--- src/rtl/wb2ahb_pkg.sv ---
// wb2ahb_pkg: AHB encodings, FSM state type and byte-lane decode result shared by the bridge
package wb2ahb_pkg;
   localparam logic [1:0] HTRANS_IDLE   = 2'b00;
   localparam logic [1:0] HTRANS_NONSEQ = 2'b10;
   localparam logic [2:0] HBURST_SINGLE = 3'b000;
   localparam logic [2:0] HSIZE_BYTE    = 3'b000;
   localparam logic [2:0] HSIZE_HALF    = 3'b001;
   localparam logic [2:0] HSIZE_WORD    = 3'b010;
   localparam logic [2:0] HSIZE_DWORD   = 3'b011;
   localparam logic [1:0] HRESP_OKAY    = 2'b00;
   localparam logic [1:0] HRESP_ERROR   = 2'b01;
   localparam logic [1:0] HRESP_RETRY   = 2'b10;
   localparam logic [1:0] HRESP_SPLIT   = 2'b11;

   typedef enum logic [1:0] {ST_IDLE, ST_ADDR, ST_DATA, ST_TERM} state_t;

   typedef struct packed {
      logic [2:0] size;
      logic [2:0] low;
      logic       legal;
   } sel_dec_t;
endpackage

--- src/rtl/wb2ahb_sel_decode.sv ---
// wb2ahb_sel_decode: maps a Wishbone byte-select pattern to an aligned AHB size and low address bits
module wb2ahb_sel_decode
   import wb2ahb_pkg::*;
#(
   parameter int DWIDTH = 32
) (
   input  logic [DWIDTH/8-1:0] sel,
   output sel_dec_t            dec
);
   localparam int NB  = DWIDTH / 8;
   localparam int LNB = $clog2(NB);

   function automatic logic [NB-1:0] lane_mask(input int s, input int k);
      for (int b = 0; b < NB; b++) lane_mask[b] = (b >= k) && (b < k + (1 << s));
   endfunction

   // a pattern is legal only if it is a contiguous, naturally aligned power-of-two run of lanes
   always_comb begin
      dec = '0;
      for (int s = 0; s <= LNB; s++)
         for (int k = 0; k < NB; k += 1 << s)
            if (sel == lane_mask(s, k)) dec = '{size: 3'(s), low: 3'(k), legal: 1'b1};
   end
endmodule

--- src/rtl/wb2ahb_bridge.sv ---
// wb2ahb_bridge: Wishbone classic slave to AHB SINGLE-transfer master; WB2AHB_RETRY_EN enables RETRY/SPLIT re-issue
module wb2ahb_bridge
   import wb2ahb_pkg::*;
#(
   parameter int AWIDTH    = 32,
   parameter int DWIDTH    = 32,
   parameter int MAX_RETRY = 4
) (
   input  logic                hclk,
   input  logic                hresetn,
   input  logic [AWIDTH-1:0]   addr_i,
   input  logic [DWIDTH-1:0]   data_i,
   input  logic [DWIDTH/8-1:0] sel_i,
   input  logic                we_i,
   input  logic                cyc_i,
   input  logic                stb_i,
   output logic [DWIDTH-1:0]   data_o,
   output logic                ack_o,
   output logic                err_o,
   output logic [AWIDTH-1:0]   haddr,
   output logic [1:0]          htrans,
   output logic                hwrite,
   output logic [2:0]          hsize,
   output logic [2:0]          hburst,
   output logic [DWIDTH-1:0]   hwdata,
   input  logic [DWIDTH-1:0]   hrdata,
   input  logic                hready,
   input  logic [1:0]          hresp
);
   localparam int         NB       = DWIDTH / 8;
   localparam logic [2:0] SIZE_RST = (DWIDTH == 64) ? HSIZE_DWORD : HSIZE_WORD;

   state_t   state, state_n;
   sel_dec_t dec;
   logic     req, live, legal_q, drop_q, fire_ok, fire_err;
`ifdef WB2AHB_RETRY_EN
   localparam int RW = $clog2(MAX_RETRY + 2);
   logic          reissue;
   logic [RW-1:0] retry_cnt;
`endif

   wb2ahb_sel_decode #(.DWIDTH(DWIDTH)) u_dec (.sel(sel_i), .dec(dec));

   assign req    = cyc_i & stb_i;
   assign live   = cyc_i & ~drop_q;
   assign hburst = HBURST_SINGLE;

   // state register
   always_ff @(posedge hclk or negedge hresetn) begin
      if (!hresetn) state <= ST_IDLE;
      else          state <= state_n;
   end

   // next state and termination decision; an illegal request idles one cycle in ADDR with htrans IDLE so err lands two cycles after the strobe
   always_comb begin
      state_n  = state;
      fire_ok  = 1'b0;
      fire_err = 1'b0;
`ifdef WB2AHB_RETRY_EN
      reissue  = 1'b0;
`endif
      case (state)
         ST_IDLE: state_n = req ? ST_ADDR : ST_IDLE;
         ST_ADDR: begin
            fire_err = ~legal_q;
            state_n  = ~legal_q ? ST_TERM : hready ? ST_DATA : ST_ADDR;
         end
         ST_DATA: if (hready) begin
            fire_ok  = hresp == HRESP_OKAY;
`ifdef WB2AHB_RETRY_EN
            reissue  = hresp[1] && retry_cnt < RW'(MAX_RETRY);
            fire_err = ~fire_ok & ~reissue;
            state_n  = reissue ? ST_ADDR : ST_TERM;
`else
            fire_err = ~fire_ok;
            state_n  = ST_TERM;
`endif
         end
         default: state_n = ST_IDLE;
      endcase
   end

   // registered AHB and Wishbone outputs plus request capture; a dropped cycle still completes on AHB but is never terminated
   always_ff @(posedge hclk or negedge hresetn) begin
      if (!hresetn) begin
         htrans  <= HTRANS_IDLE;
         haddr   <= '0;
         hwrite  <= 1'b0;
         hsize   <= SIZE_RST;
         hwdata  <= '0;
         data_o  <= '0;
         ack_o   <= 1'b0;
         err_o   <= 1'b0;
         legal_q <= 1'b0;
         drop_q  <= 1'b0;
      end else begin
         ack_o  <= fire_ok & live;
         err_o  <= fire_err & live;
         drop_q <= (state != ST_IDLE) && (drop_q | ~cyc_i);
         htrans <= (state_n == ST_ADDR && (state != ST_IDLE || dec.legal)) ? HTRANS_NONSEQ : HTRANS_IDLE;
         if (state == ST_IDLE && req) begin
            legal_q <= dec.legal;
            haddr   <= (addr_i & ~AWIDTH'(NB - 1)) | AWIDTH'(dec.low);
            hwrite  <= we_i;
            hsize   <= dec.size;
            hwdata  <= we_i ? data_i : hwdata;
         end
         if (state == ST_DATA && hready && hresp == HRESP_OKAY && !hwrite) data_o <= hrdata;
      end
   end

`ifdef WB2AHB_RETRY_EN
   // retry count, cleared whenever the bridge is idle
   always_ff @(posedge hclk or negedge hresetn) begin
      if (!hresetn) retry_cnt <= '0;
      else          retry_cnt <= (state == ST_IDLE) ? '0 : retry_cnt + RW'(reissue);
   end
`endif
endmodule

--- config.mk ---
export PLATFORM = sky130hd
export DESIGN_NAME = wb2ahb_bridge
export DESIGN_NICKNAME = d
export VERILOG_FILES = /design/src/rtl/wb2ahb_pkg.sv /design/src/rtl/wb2ahb_sel_decode.sv /design/src/rtl/wb2ahb_bridge.sv
export SDC_FILE = /design/constraint.sdc
export NUM_CORES = 1
export LEC_CHECK = 0
export BUFFER_PORTS_ARGS = -buffer_cell sky130_fd_sc_hd__buf_4
export CELL_PAD_IN_SITES_DETAIL_PLACEMENT = 0
export CELL_PAD_IN_SITES_GLOBAL_PLACEMENT = 1
export CORE_MARGIN = 10
export CORE_UTILIZATION = 35
export CTS_CLUSTER_DIAMETER = 50
export CTS_CLUSTER_SIZE = 12
export DETAILED_ROUTE_END_ITERATION = 16
export PLACE_DENSITY = 0.84
export SLEW_MARGIN = 25
export SYNTH_ARGS = -nofsm -noshare
export SYNTH_HDL_FRONTEND = slang
export SYNTH_HIERARCHICAL = 1
export SYNTH_SLANG_ARGS = --single-unit
--- constraint.sdc ---
create_clock -name hclk -period 2.7 [get_ports hclk]
set_clock_uncertainty 0.15 [all_clocks]
set_input_delay 0.27 -clock hclk [delete_from_list [all_inputs] [get_ports hclk]]
set_output_delay 0.27 -clock hclk [all_outputs]
set_load 0.1 [all_outputs]
==> results.txt <==
The footprint of the multi-input gates is 1400 um^2. The kind of path behind the tightest hold check is primary input to flop. The detail-routed net length per standard cell came out at 18.0 um. Clock tree synthesis inserted a total of 9 buffers. The tree is rooted in a clkbuf_16. STA puts the critical path data arrival time at 2.26 ns.

The number of max-slew violations in the final report is 0. The portion of the clock cycle consumed by the worst path in the final layout came out at 81.1%. In the synthesized netlist the async set-or-reset flop fraction comes to 100%. The synthesized design spends more area on one cell type than any other, namely dfrtp_1. The I/O pin count is 215. In this run, the number of DRC markers left after iteration 0 of detailed routing was 167. The final non-filler cell total came out at 709.

At the worst endpoint, the required time is 2.78 ns. Max-cap violations in this run came to 0. The slew at the pin closest to its max-slew limit came out at 0.701 ns.

The final weighted congestion in routability-driven placement is 0.724. The clock insertion delay at the later pin of the skew report is 0.34 ns. OpenSTA, run right after detailed placement, puts the worst setup slack at 0.486 ns. The detail route stage leaves a number of antenna-violating nets equal to 0. STA classifies the critical path startpoint as a flop. The clock net in this run drives a total of 107 sinks.

The average instance area after synthesis came out at 15.6 um^2. After floorplanning, the core was sized to cover 11600 um^2. The die footprint came out at 16700 um^2. After detailed placement, the design holds a cell count of 614. The setup path with the least slack is of type flop to flop. The number of global-route vias before repair came to 3544. Row generation in the floorplan step produced 39 rows. The total wire length after detailed routing is 12700 um.

The TritonCTS clock tree is built. The post-layout net count came out at 673. The number of optimization iterations in the first detailed-route pass came out at 4.

Counting flops with a built-in enable in the synthesized netlist gives 0. The remaining global-route overflow is 0. The area growth from synthesis to layout is 67.9%. The overall track demand over capacity in global routing is 14.7%.

Yosys instantiated no cell more often than dfrtp_1. The number of hold violations in the final report is 0. The wire-length estimate of the detail-placed layout is 9050 um. Cells with a size suffix above 1 make up 58.1% of the layout.

The diode insertion count for antenna repair is 0. The worst setup path is captured at a flop. Setup violations remaining at the end of the flow were counted as 0.

The pin count of the biggest net entering global routing came out at 55. The wire length of the first global-routing pass came out at 19300 um. The area share of the leading cell type in the synthesized netlist is 63.3%. Setup repair after global routing left no endpoint under its margin.

The run finished with clean final reports. The count of instances resized after the clock tree is built came out at 0. Headroom to the max-slew limit came out at 53.3%. The share of synthesized area occupied by flip-flops and latches is 63.9%. The Yosys step of the flow raised 6 warnings. Counting instances in the post-synthesis netlist gives the leading cell types as dfrtp_1 (106), mux2_2 (93), nand2_1 (7). The netlist area before placement came out at 4190 um^2. The hold buffer count at cts is 74. The number of filler instances in the final layout is 903. The worst path meets setup with 0.511 ns of slack. The initial antenna violation count came out at 0. The DRC violation count after routing came out at 0.

The post-CTS setup buffer count came out at 0. The post-synthesis register bit count is 107. Along the worst path, the maximum fanout reaches 21. The via total after detailed routing is 3240.

The count of port buffers added during placement is 208. In this run, distinct cell masters in the synthesized netlist total 32. The ratio of routed vias to standard cells is 4.57. The floorplan step set the die height to 129 um. The H-tree depth is 3. By area the synthesized netlist is led by dfrtp_1 (63%), mux2_2 (25%), mux2_1 (1.3%). The sum of negative setup slack came out at 0 ns. Summing all flip-flop and latch instances after layout gives 2680 um^2. The number of buffers between clock root and the deepest sink is 2. The die is 129 um wide. The final critical-path required period came out at 2.19 ns. The clock-pin slew on the worst setup and hold paths came out at 0.07 ns. The initial utilization of the core area, before any placement, comes to 36.2%.

The number of standard cells after synthesis is 268. Timing would allow up to 0.457 GHz. The most used flip-flop cell after synthesis is dfrtp_1.
[logic make-up (layout without fill, tap and decap cells)]
kind of cell	after synthesis	count (layout)	synth area share [%]
flops	107	107	63.9
fa+ha+maj	4	4	1.19
mux	98	98	26.3
simple gates	25	25	3.43
buf+inv	20	314	3.05
other cells	2	6	0.179
xor+xnor	1	1	0.209
compound gates	11	11	1.67
[path summary, 6_finish.rpt]
kind	cells past startpoint	endpoint	slack (ns)	startpoint
worst max-delay path	5	haddr[18]	0.51	state[0]
worst min-delay path	2	data_o[0]	0.02	hrdata[0]
worst max register to register	5	haddr[18]	0.51	state[0]
worst min register to register	1	data_o[30]	0.34	data_o[30]
max in group asynchronous	3	hsize[1]	1.31	hresetn
min in group asynchronous	2	haddr[1]	0.38	hresetn
[per-stage QoR]
stage	utilization, %	hold WS (ns)	area [um^2]
global route	60.8	0.000618	7040
finish	60.8	0.0156	7040
detailed placement	51.0	0.221	5900
floorplan	-	-0.176	4210
global placement	51.0	0.222	5900
CTS	60.4	0.000436	6990
[state kept, by name (all words and copies together) (netlist names)]
signal	flops
ack_o	1
data_o	32
drop_q	1
err_o	1
haddr	32
hsize	3
htrans	1
hwdata	32
hwrite	1
legal_q	1
state	2
[cell type report]
class                      count  share of cell area (%)
multi-input combinational    145                    20.0
clock inverter                 7                    1.65
clock buffer                   9                    3.20
inverter                       4                   0.213
tap                          143                    2.54
timing repair buffer         294                    34.4
sequential                   107                    38.1
[metal layers]
layer / share of wire [%] / vias up / track usage [%]
li1: - / 1518 / -
met3: 10 / 20 / 6.04
met2: 51 / 131 / 25.3
met1: 36 / 1571 / 15.9
met4: 2.1 / 0 / 6.02
met5: 0 / - / 0
[layout by cell type (no fill, tap or decap), types with 2 or more instances in the layout]
cell type and count:
nor3_1 2, nand2_1 7, dlygate4sd3_1 79, mux2_1 5, ha_1 4, o21ai_0 3, clkinv_2 2, bufinv_16 3
conb_1 6, dfrtp_1 106, inv_1 4, buf_4 214, a21oi_1 3, nor2_1 5, clkbuf_16 9, mux2_2 93
[critical path: stages, from the launching register on]
cell and delay, ns:
dfrtp_1 0.41, inv_1 0.11, ha_1 0.26, nand3_2 0.42
buf_4 0.41, mux2_2 0.31
Power is left out: the tool's default activity adds up to more than one toggle a clock period on the data nets, which glitch-free logic cannot reach.
